File: src/rtl/odometer_record_gen_if.sv
// odometer_record_gen_if: control inputs and mileage/scan outputs of the odometer record generator
// master drives power_on/drive_state/gear/clr_record and observes clk_bps/record/record_full/moving;
// slave is the generator side.
interface odometer_record_gen_if;
  logic        power_on;
  logic [1:0]  drive_state;
  logic [2:0]  gear;
  logic        clr_record;
  logic        clk_bps;
  logic [26:0] record;
  logic        record_full;
  logic        moving;
  modport master (output power_on, drive_state, gear, clr_record, input clk_bps, record, record_full, moving);
  modport slave (input power_on, drive_state, gear, clr_record, output clk_bps, record, record_full, moving);
endinterface

File: src/rtl/odometer_record_gen.sv
// odometer_record_gen: gear-scaled trip mileage accumulator with saturating record and free-running scan strobe
// clk, rst_n (async active-low); bus.slave: power_on, drive_state, gear, clr_record in;
// clk_bps, record, record_full, moving out (all registered).
module odometer_record_gen #(
  parameter int SCAN_DIV   = 100_000,
  parameter int UNIT_DIV   = 10_000_000,
  parameter int MAX_RECORD = 9_999_999
) (
  input logic clk,
  input logic rst_n,
  odometer_record_gen_if.slave bus
);
  localparam int SW = $clog2(SCAN_DIV);
  localparam int UW = $clog2(UNIT_DIV);
  typedef enum logic [1:0] {OFF, IDLE, MOVING} state_t;
  state_t state, next;
  logic [SW-1:0] scan_cnt;
  logic [UW-1:0] unit_cnt;
  logic [2:0] gear_eff;
  logic go, tick, sat;
  logic [27:0] sum;
  always_comb begin
    gear_eff = bus.gear > 3'd5 ? 3'd0 : bus.gear;
    go = (bus.drive_state == 2'b01 || bus.drive_state == 2'b10) && gear_eff != 3'd0;
    next = state == OFF ? (bus.power_on ? IDLE : OFF) : !bus.power_on ? OFF : go ? MOVING : IDLE;
    tick = state == MOVING && unit_cnt == UW'(UNIT_DIV - 1);
    // one spare bit so a record near 2^27 plus a gear cannot wrap before the ceiling test
    sum = {1'b0, bus.record} + 28'(gear_eff);
    sat = sum >= 28'(MAX_RECORD);
  end
  always_ff @(posedge clk or negedge rst_n) begin
    if (!rst_n) begin
      scan_cnt <= '0;
      bus.clk_bps <= 1'b0;
    end else begin
      scan_cnt <= scan_cnt == SW'(SCAN_DIV - 1) ? '0 : scan_cnt + SW'(1);
      bus.clk_bps <= scan_cnt == SW'(SCAN_DIV - 1);
    end
  end
  always_ff @(posedge clk or negedge rst_n) begin
    if (!rst_n) begin
      state <= OFF;
      bus.moving <= 1'b0;
      unit_cnt <= '0;
      bus.record <= '0;
      bus.record_full <= 1'b0;
    end else begin
      state <= next;
      bus.moving <= next == MOVING;
      // partial counts are dropped whenever MOVING is left or not yet entered
      unit_cnt <= (state == MOVING && next == MOVING && !tick) ? unit_cnt + UW'(1) : '0;
      if (bus.clr_record || (state == OFF && next == IDLE)) begin
        bus.record <= '0;
        bus.record_full <= 1'b0;
      end else if (tick) begin
        bus.record <= sat ? 27'(MAX_RECORD) : sum[26:0];
        bus.record_full <= bus.record_full | sat;
      end
    end
  end
endmodule

File: src/flat_wrapper.sv
// flat-port wrapper written by rule: the top's interface ports become plain ports
module odometer_record_gen_flat 
#(
  parameter int SCAN_DIV   = 100_000,
  parameter int UNIT_DIV   = 10_000_000,
  parameter int MAX_RECORD = 9_999_999
)
  (clk, rst_n, bus_power_on, bus_drive_state, bus_gear, bus_clr_record, bus_clk_bps, bus_record, bus_record_full, bus_moving);
  odometer_record_gen_if bus_i ();
  input logic clk;
  input logic rst_n;
  input wire logic [$bits(bus_i.power_on)-1:0] bus_power_on;
  input wire logic [$bits(bus_i.drive_state)-1:0] bus_drive_state;
  input wire logic [$bits(bus_i.gear)-1:0] bus_gear;
  input wire logic [$bits(bus_i.clr_record)-1:0] bus_clr_record;
  output wire logic [$bits(bus_i.clk_bps)-1:0] bus_clk_bps;
  output wire logic [$bits(bus_i.record)-1:0] bus_record;
  output wire logic [$bits(bus_i.record_full)-1:0] bus_record_full;
  output wire logic [$bits(bus_i.moving)-1:0] bus_moving;
  assign bus_i.power_on = bus_power_on;
  assign bus_i.drive_state = bus_drive_state;
  assign bus_i.gear = bus_gear;
  assign bus_i.clr_record = bus_clr_record;
  assign bus_clk_bps = bus_i.clk_bps;
  assign bus_record = bus_i.record;
  assign bus_record_full = bus_i.record_full;
  assign bus_moving = bus_i.moving;
  odometer_record_gen #(.SCAN_DIV(SCAN_DIV), .UNIT_DIV(UNIT_DIV), .MAX_RECORD(MAX_RECORD)) u_core (.clk(clk), .rst_n(rst_n), .bus(bus_i));
endmodule
File: config.mk
export PLATFORM = sky130hd
export DESIGN_NAME = odometer_record_gen_flat
export DESIGN_NICKNAME = d
export VERILOG_FILES = /design/src/rtl/odometer_record_gen_if.sv /design/src/rtl/odometer_record_gen.sv /design/src/flat_wrapper.sv
export SDC_FILE = /design/constraint.sdc
export NUM_CORES = 1
export LEC_CHECK = 0
export ABC_AREA = 1
export BUFFER_PORTS_ARGS = -buffer_cell sky130_fd_sc_hd__buf_2
export CAP_MARGIN = 20
export CELL_PAD_IN_SITES_DETAIL_PLACEMENT = 1
export CELL_PAD_IN_SITES_GLOBAL_PLACEMENT = 1
export CORE_MARGIN = 2
export CORE_UTILIZATION = 43
export CTS_CLUSTER_SIZE = 25
export DETAILED_ROUTE_END_ITERATION = 16
export PLACE_DENSITY = 0.78
export SLEW_MARGIN = 20
export SYNTH_ARGS = -nofsm -noshare
export SYNTH_HDL_FRONTEND = slang
export SYNTH_SLANG_ARGS = --single-unit
File: constraint.sdc
create_clock -name clk -period 3.39 [get_ports clk]
set_clock_uncertainty 0.15 [all_clocks]
set_input_delay 0.1695 -clock clk [delete_from_list [all_inputs] [get_ports clk]]
set_output_delay 0.1695 -clock clk [all_outputs]
set_load 0.03 [all_outputs]
Yosys cells after proc, flatten, opt, wreduce, memory -nomap -nowiden

Cells that the tools add are included.

Add/sub/neg operators: 3
$lt $le $gt $ge: 2
Eq/ne operators: 7
Mux-type cells: 12
Bitwise gates (word level): 1
Reduce and logical (&&, ||, !) cells: 11

Operators by type and width:

| cell                                                                                   | count |
|---|---|
| 27-bit 2-to-1 mux                                                                      | 3 |
| 27-bit by 3-bit adder with 28-bit output                                               | 1 |
| 28-bit by 24-bit greater-or-equal comparator with 1-bit output (second input constant) | 1 |
| 24-bit by 1-bit adder with 24-bit output (second input constant)                       | 1 |
| 24-bit == test (second input constant)                                                 | 1 |
| 24-bit 2-to-1 mux                                                                      | 1 |
| 17-bit by 1-bit adder with 17-bit output (second input constant)                       | 1 |
| 17-bit == test (second input constant)                                                 | 1 |
| 17-bit 2-to-1 mux                                                                      | 1 |
| 2-bit == test (second input constant)                                                  | 3 |
| 2-bit 2-to-1 mux                                                                       | 3 |
| 1-bit logical AND                                                                      | 5 |
| 2-bit by 1-bit == test with 1-bit output (second input constant)                       | 2 |
| 3-bit greater-than comparator (second input constant)                                  | 1 |
| 1-bit 2-to-1 mux                                                                       | 3 |
| 3-bit 2-to-1 mux                                                                       | 1 |
| 3-bit nonzero test                                                                     | 1 |
| 2-bit zero test                                                                        | 1 |
| 1-bit logical OR                                                                       | 2 |
| 2-bit nonzero test                                                                     | 1 |
| 1-bit zero test                                                                        | 1 |
| 1-bit OR                                                                               | 1 |

Bits in registers: 73
Bits of input ports: 9
Output and inout bits: 30
Logic and storage cells: 43

Depth between registers and ports, before layout

Gate-level depths: netlist of run 1.

Depth after elaboration: 11
Depth in mapped cells: 19
Depth with buffers taken out: 19

Least setup slack after synthesis of run 1

No wires, ideal clock.

Kind: reg2reg
Start point: reg u_core.bus.record[0]
End point: reg u_core.bus.record[12]
Library setup time: 0.121 ns
Data arrival time: 2.356 ns
Data required time: 3.119 ns
Setup slack: 0.763 ns
Stages on the path, launching flop included: 15
Path buffers: 1
Period minus slack after synthesis: 2.627 ns
Path through: dfrtp_1 -> ha_1 -> fa_1 -> nand3_1 -> nand2_2 -> nand2_2 -> nor2_1 -> xor2_1 -> nor2_1 -> nand3_1 -> nand3_1 -> nand3_1 -> nand2_2 -> buf_6 -> nand2_1

Longest elaborated chain between the ends: 5

Ends and longest elaborated chain:

| element                                                        | line                         | source |
|---|---|---|
| start: declaration                                             | odometer_record_gen_if.sv:14 | `modport slave (input power_on, drive_state, gear, clr_record, output clk_bps, record, record_full, moving);` |
| start signal: assignment                                       | odometer_record_gen.sv:56    | `bus.record <= sat ? 27'(MAX_RECORD) : sum[26:0];` |
| 27-bit by 3-bit adder with 28-bit output (*)                   | odometer_record_gen.sv:28    | `sum = {1'b0, bus.record} + 28'(gear_eff);` |
| 28-bit by 24-bit greater-or-equal comparator with 1-bit output | odometer_record_gen.sv:29    | `sat = sum >= 28'(MAX_RECORD);` |
| 27-bit 2-to-1 mux (*)                                          | odometer_record_gen.sv:56    |  |
| 27-bit 2-to-1 mux (*)                                          | odometer_record_gen.sv:55    | `end else if (tick) begin` |
| 27-bit 2-to-1 mux (*)                                          | odometer_record_gen.sv:52    | `if (bus.clr_record \|\| (state == OFF && next == IDLE)) begin` |

Every way passes the cells marked *; elsewhere a longest branch is shown, timed or not. The select of a mux whose other input is x is not followed.
A chain may end at the register's enable or synchronous reset.

Worst setup path after layout of run 1

Start point: reg u_core.bus.record[0]
End point: reg u_core.bus.record[20]

Same word-level chain as after synthesis.

==> summary.md, run 1 <==
| Metric | Value |
|---|---|
| Outcome | `finished clean` |
| Compound-cell area share of the yosys netlist | `5.74%` |
| Remaining global-route overflow | `0` |
| Post-CTS Hold Buffers | `3` |
| MaxCap Viol Count | `0` |
| Worst Setup SP | `u_core.bus.record[0]$_DFFE_PN0P_` |
| CTS tree | `built` |
| Slew HR | `36.4%` |
| Fin. Hold Viols | `0` |
| Buffer depth of the longest clock path | `2` |
| Mean post-synth cell area | `6.82 um2` |
| Post-CTS setup buffers | `0` |
| Pre-CTS WS | `0.535 ns` |
| Crit-path most repeated cell | `nand3_1` |
| Synth Area in XOR/XNOR | `3.73%` |
| HPWL after detailed placement | `9.87 mm` |
| Area contributors post-synth | `dfrtp_1 41%, nand2_1 16%, nor2_1 8.7%` |
| Port bufs | `38` |
| Clk_lat worst skew | `0.36 ns` |
| Arr. time, crit path | `2.97 ns` |
| CP Max Fanout | `15` |
| Area share of the largest cell type after synthesis | `40.9%` |
| Unique masters post-synth | `35` |
| Share of cells above drive strength 1 | `10.2%` |
| Power Dens Cells | `351 nW/um2` |
| Setup TNS | `0 ns` |
| Sw Ratio | `22.0%` |
| Combinational power share | `3.1%` |
| CP Launch Type | `register` |
| Post-synth ARST share | `100%` |
| Largest net degree at the start of global routing | `74` |
| Drt via density | `5.16` |
| Hold path startpoint | `bus_gear[1]` |
| Total power | `0.00179 W` |
| Peak Freq | `346 MHz` |
| Initial antenna violation count | `0` |
| Critical path class | `reg -> reg` |
| PnR worst setup slack | `0.499 ns` |
| IO Count | `39` |
| Multiplexer share of the synthesized area | `0%` |
| RSZ-0062 raised after global routing | `no` |
| Post-synth EDFFs | `0` |
| Crit end category | `register` |
| Final Setup Violations | `0` |
| DR WL/cell | `15.3 um` |
| Seq/Total Area, Yosys | `40.9%` |
| Switching power | `0.000394 W` |
| CP max stage cell | `fa_1` |
| Drt first pass iters | `4` |
| Mapped Nets | `670` |
| GRT Util Overall | `24.5%` |
| Hold Path Class | `in -> reg` |
| Root buf cell | `clkbuf_8` |
| TritonCTS sink count | `73` |
| RR Startpoint | `u_core.bus.record[0]$_DFFE_PN0P_` |
| WP data required | `3.47 ns` |
| Simple-Gate Fraction of Synth Area | `38.7%` |
| Largest vdd supply drop | `0.191 mV` |
| DRT antenna net count | `0` |
| Area of the mapped netlist | `4470 um2` |
| Seq pwr share | `48.9%` |
| Vias in the first global route | `4509` |
| Mapped Cells | `655` |
| Worst slew pin tran | `0.954 ns` |
| FP Rows | `37` |
| Crit-path cells | `ha_1 -> fa_1 -> nand3_1 -> nand2_2 -> nand2_2 -> nor2_1 -> xor2_1 -> nor2_1 -> nand3_1 -> nand3_1 -> nand3_1 -> nand2_2 -> nand2_1` |
| Core box area | `10200 um2` |
| Most used DFF post-synth | `dfrtp_1` |
| Num CTS Buffers | `9` |
| GPL Wtd Cong | `0.908` |
| Pint | `0.00139 W` |
| # resized after CTS | `0` |
| Crit share post-route | `85.3%` |
| DR vias | `4348` |
| Clock share of power | `48.0%` |
| Static Leakage | `2.60 nW` |
| Die ar. | `11200 um2` |
| WP buf/inv | `0` |
| Commonest non-fill, non-tap cell in the layout | `nand2_1` |
| Clock period minus worst slack | `2.89 ns` |
| Number of nets in the layout | `717` |
| Post-Route WL | `12.9 mm` |
| Most frequent cells in the layout | `196 x nand2_1, 104 x nor2_1, 96 x inv_1` |
| Largest area contributor in the synthesized netlist | `dfrtp_1` |
| Largest stage delay on the critical path | `0.44 ns` |
| Synth Register Bits | `73` |
| Synth-to-layout area growth | `13.9%` |
| Initial Util | `43.9%` |
| Reg clk slew, reported paths | `0.08 ns` |
| First-pass GRT wire length | `21.7 mm` |
| Starting DRC count in detailed routing | `205` |
| # DRC | `0` |
| Dominant combinational cell family by area after synthesis | `simple AND/OR/NAND/NOR gates` |
| Die H | `106 um` |
| Worst path top cell family by delay | `simple AND/OR/NAND/NOR gates` |
| H-Tree Depth | `3` |
| Synth Area in Adders | `1.85%` |
| YS warnings | `0` |
| Slew Limit Fails | `0` |
| Ant. Diodes | `0` |
| Die Wd | `106 um` |
==> flip-flops by register name, summed over array words and instances (netlist names) <==
name                    flops
u_core.bus.record          27
u_core.unit_cnt            24
u_core.scan_cnt            17
u_core.state                2
u_core.bus.clk_bps          1
u_core.bus.moving           1
u_core.bus.record_full      1
==> layout make-up <==
cell class	count	area [um2]
Clock inverter	5	103
Inverter	97	364
Fill cell	1384	5100
Multi-Input combinational cell	477	2240
Timing Repair Buffer	44	245
Sequential cell	73	1830
Tap cell	136	170
Clock buffer	11	141
==> metal layers <==
metal  vias to the layer above  GRT usage [%]  wire (um)
li1                       2142              -          -
met1                      2113           29.7       5630
met3                        23           3.56        425
met4                         0           9.40        388
met2                        70           43.9       6430
met5                         -              0          0
==> through the flow <==
stage	hold WS, ns	cell area (um2)	std cells	utilization [%]
final	0.102	5090	843	49.9
after global routing	0.129	5090	843	49.9
after CTS	0.100	5090	843	49.9
after detailed placement	0.225	4810	824	47.2
after global placement	0.224	4810	824	47.2
after floorplan	-0.276	4470	655	-
==> logic make-up after synthesis <==
kind of cell,Yosys count
AO/OA/AOI/OAI,44
XOR/XNOR,19
adder cells (fa/ha/maj),6
buffers and inverters,105
flip-flops,73
AND/OR/NAND/NOR,408
==> worst paths after layout <==
check,to,slack (ns),cells past startpoint
min in group asynchronous,u_core.bus.record[5]$_DFFE_PN0P_,0.32,2
worst max register to register,u_core.bus.record[20]$_DFFE_PN0P_,0.50,13
worst min register to register,u_core.unit_cnt[0]$_DFF_PN0_,0.32,1
max in group asynchronous,u_core.unit_cnt[7]$_DFF_PN0_,2.11,2
worst min-delay path,u_core.state[1]$_DFF_PN0_,0.10,4
worst max-delay path,u_core.bus.record[20]$_DFFE_PN0P_,0.50,13
==> worst register-to-register path: cells and delay by family, from the launching register on <==
| kind | cells | cell delay [ns] |
|---|---|---|
| xor gates and xnor gates | 1 | 0.16 |
| adders and majority gates | 2 | 0.71 |
| DFF | 1 | 0.41 |
| and+or+nand+nor | 10 | 1.34 |
==> power groups by stage <==
stage          registers [W]  logic [W]  clock network, W
2_1_floorplan       0.000892  0.0000205                 0
6_report            0.000873  0.0000555          0.000858
3_3_place_gp        0.000891  0.0000535                 0
5_1_grt             0.000874  0.0000638          0.000912
3_5_place_dp        0.000891  0.0000546                 0
4_1_cts             0.000873  0.0000575          0.000882
==> synth_stat cells (2+ instances only) <==
cell,number
xor2_1,14
nor2_2,4
nor2_1,104
nand2_2,7
nand4_1,12
buf_2,2
ha_1,5
a21oi_1,22
nand2_1,196
nor4_1,4
nand3b_1,2
a211oi_1,2
nand3_1,52
and2_1,2
nor3_1,19
xnor2_1,5
o21ai_0,9
nor2_4,2
a22oi_1,5
inv_1,96
clkbuf_1,5
dfrtp_1,73
(Power assumes the default switching activity.)
==> run 2: changes to the inputs <==
--- a/config.mk
+++ b/config.mk
@@ -9,12 +9,12 @@
 export BUFFER_PORTS_ARGS = -buffer_cell sky130_fd_sc_hd__buf_2
 export CAP_MARGIN = 20
 export CELL_PAD_IN_SITES_DETAIL_PLACEMENT = 1
-export CELL_PAD_IN_SITES_GLOBAL_PLACEMENT = 1
+export CELL_PAD_IN_SITES_GLOBAL_PLACEMENT = 2
 export CORE_MARGIN = 2
-export CORE_UTILIZATION = 43
+export CORE_UTILIZATION = 34
 export CTS_CLUSTER_SIZE = 25
 export DETAILED_ROUTE_END_ITERATION = 16
-export PLACE_DENSITY = 0.78
+export PLACE_DENSITY = 0.79
 export SLEW_MARGIN = 20
 export SYNTH_ARGS = -nofsm -noshare
 export SYNTH_HDL_FRONTEND = slang
==> run 2 against run 1 <==
Compared with the run above:
- global-route usage fell by 4.2 points
- maximum frequency barely moved
- wire length rose by 6.2%
- core utilization fell by 8.8 points
- cell area rose by 3.0%
- power rose by 16%
- clock power rose by 34%
- critical endpoint is now u_core.bus.record[14]$_DFFE_PN0P_
==> summary.md, run 2 (synthesis results as in run 1) <==
| Metric | Value |
|---|---|
| Commonest non-fill, non-tap cell in the layout | `nand2_1` |
| Switching power | `0.000465 W` |
| Power Dens Cells | `397 nW/um2` |
| Sw Ratio | `22.3%` |
| DP Cell Count | `860` |
| CP Max Fanout | `10` |
| Largest vdd supply drop | `0.220 mV` |
| HPWL after detailed placement | `10.3 mm` |
| Outcome | `finished clean` |
| Largest net degree at the start of global routing | `74` |
| Buffer depth of the longest clock path | `2` |
| Uppermost layer routed | `met4` |
| Critical path class | `reg -> reg` |
| Root buf cell | `clkbuf_16` |
| # resized after CTS | `0` |
| WHS Endpoint | `u_core.state[1]$_DFF_PN0_` |
| Post-Route WL | `13.7 mm` |
| Die Wd | `119 um` |
| Hold Path Class | `in -> reg` |
| Die ar. | `14100 um2` |
| Initial antenna violation count | `0` |
| Final Setup Violations | `0` |
| Crit end category | `register` |
| IO Count | `39` |
| Crit share post-route | `85.3%` |
| DR vias | `4352` |
| Drt first pass iters | `4` |
| Drt via density | `4.95` |
| Num CTS Buffers | `9` |
| Reg clk slew, reported paths | `0.06 ns` |
| RSZ-0062 raised after global routing | `no` |
| Seq pwr share | `42.1%` |
| Final design utilization | `41.2%` |
| R2R cell count | `16` |
| Core box area | `12700 um2` |
| Post-CTS setup buffers | `0` |
| Combinational power share | `2.7%` |
| Slew Limit Fails | `0` |
| Reg2reg setup slack | `0.50 ns` |
| Filler cells | `1662` |
| Max FFs per register | `27` |
| Port bufs | `38` |
| Wire length on met3 | `297 um` |
| Area of the multi-input gates | `2240 um2` |
| H-Tree Depth | `3` |
| Die H | `119 um` |
| DRT antenna net count | `0` |
| DR WL/cell | `15.6 um` |
| Setup TNS | `0 ns` |
| Slew HR | `34.4%` |
| Largest registers | `u_core.bus.record x27, u_core.unit_cnt x24, u_core.scan_cnt x17` |
| Worst slew pin tran | `0.984 ns` |
| TritonCTS sink count | `73` |
| Pint | `0.00161 W` |
| Hold path startpoint | `bus_gear[2]` |
| GRT Util Overall | `20.2%` |
| Fin cells | `879` |
| WL met1 | `6.36 mm` |
| FF+latch area | `1830 um2` |
| WL met2 | `6.77 mm` |
| Largest register by flop count | `u_core.bus.record` |
| Starting DRC count in detailed routing | `99` |
| Reg-to-reg endpoint | `u_core.bus.record[14]$_DFFE_PN0P_` |
| Fin. Hold Viols | `0` |
| Pre-CTS WS | `0.423 ns` |
| Most frequent cells in the layout | `196 x nand2_1, 104 x nor2_1, 96 x inv_1` |
| CTS tree | `built` |
| Share of cells above drive strength 1 | `10.3%` |
| Ant. Diodes | `0` |
| FP Rows | `41` |
| Vias in the first global route | `4443` |
| Synth-to-layout area growth | `17.3%` |
| First-pass GRT wire length | `22.5 mm` |
| Initial Util | `35.1%` |
| Hold depth | `4` |
| GPL Wtd Cong | `0.886` |
| MaxCap Viol Count | `0` |
| Peak Freq | `346 MHz` |
| CP Launch Type | `register` |
| WP data required | `3.47 ns` |
| PnR worst setup slack | `0.497 ns` |
| # DRC | `0` |
| Arr. time, crit path | `2.97 ns` |
| Clk_lat worst skew | `0.35 ns` |
| Remaining global-route overflow | `0` |
| RR Startpoint | `u_core.bus.record[0]$_DFFE_PN0P_` |
| Clock share of power | `55.2%` |
| Number of nets in the layout | `717` |
| Clock period minus worst slack | `2.89 ns` |
| Static Leakage | `2.66 nW` |
run 2: critical path: stages (launching register included):
cell	delay (ns)
dfrtp_1	0.40
ha_1	0.28
fa_1	0.43
nand3_1	0.14
nand2_2	0.10
nand2_1	0.15
nor2_2	0.06
nand3_1	0.07
nand2_1	0.07
nor2_1	0.10
nand2_1	0.07
inv_1	0.05
nand3_1	0.09
nand2_1	0.09
clkinv_1	0.25
nand3_1	0.17
nand2_1	0.07
run 2: per-layer routing:
| metal | vias up | GRT usage, % |
|---|---|---|
| met4 | 0 | 6.85 |
| met5 | - | 0 |
| met2 | 50 | 35.3 |
| met1 | 2136 | 25.5 |
| li1 | 2149 | - |
| met3 | 17 | 2.94 |
run 2: how the worst max path moves through the flow:
stage | cells after the start | end | from
after global routing | 16 | u_core.bus.record[14]$_DFFE_PN0P_ | u_core.bus.record[0]$_DFFE_PN0P_
after global placement | 17 | u_core.bus.record[6]$_DFFE_PN0P_ | bus_gear[1]
after floorplan | 14 | u_core.bus.record[12]$_DFFE_PN0P_ | u_core.bus.record[0]$_DFFE_PN0P_
final | 16 | u_core.bus.record[14]$_DFFE_PN0P_ | u_core.bus.record[0]$_DFFE_PN0P_
after detailed placement | 17 | u_core.bus.record[23]$_DFFE_PN0P_ | bus_gear[1]
after CTS | 16 | u_core.bus.record[23]$_DFFE_PN0P_ | u_core.bus.record[0]$_DFFE_PN0P_
run 2: metrics by stage:
| stage | hold WS, ns | cell area [um2] | total power [W] |
|---|---|---|---|
| floorplan | -0.276 | 4470 | 0.000912 |
| global placement | 0.252 | 4860 | 0.000947 |
| detailed placement | 0.249 | 4860 | 0.000947 |
| CTS | 0.117 | 5240 | 0.00210 |
| global route | 0.172 | 5240 | 0.00214 |
| finish | 0.124 | 5240 | 0.00208 |
run 2: what timing repair did:
action,CTS,global route
hold buffers,3,0
setup endpoints to repair,0,0
endpoints found under the hold margin,77,0
run 2: final cells by class:
class,instances,area share [%]
sequential,73,34.9
clock inverter,7,2.39
clock buffer,9,4.30
timing repair buffer,44,4.68
multi-input combinational,477,42.7
inverter,97,6.95
tap,172,4.11
run 2: power groups by stage:
| stage | combinational [W] | clock (W) | sequential (W) |
|---|---|---|---|
| 2_1_floorplan | 0.0000205 | 0 | 0.000892 |
| 3_3_place_gp | 0.0000561 | 0 | 0.000890 |
| 3_5_place_dp | 0.0000564 | 0 | 0.000891 |
| 4_1_cts | 0.0000595 | 0.00117 | 0.000874 |
| 5_1_grt | 0.0000653 | 0.00120 | 0.000874 |
| 6_report | 0.0000571 | 0.00115 | 0.000874 |
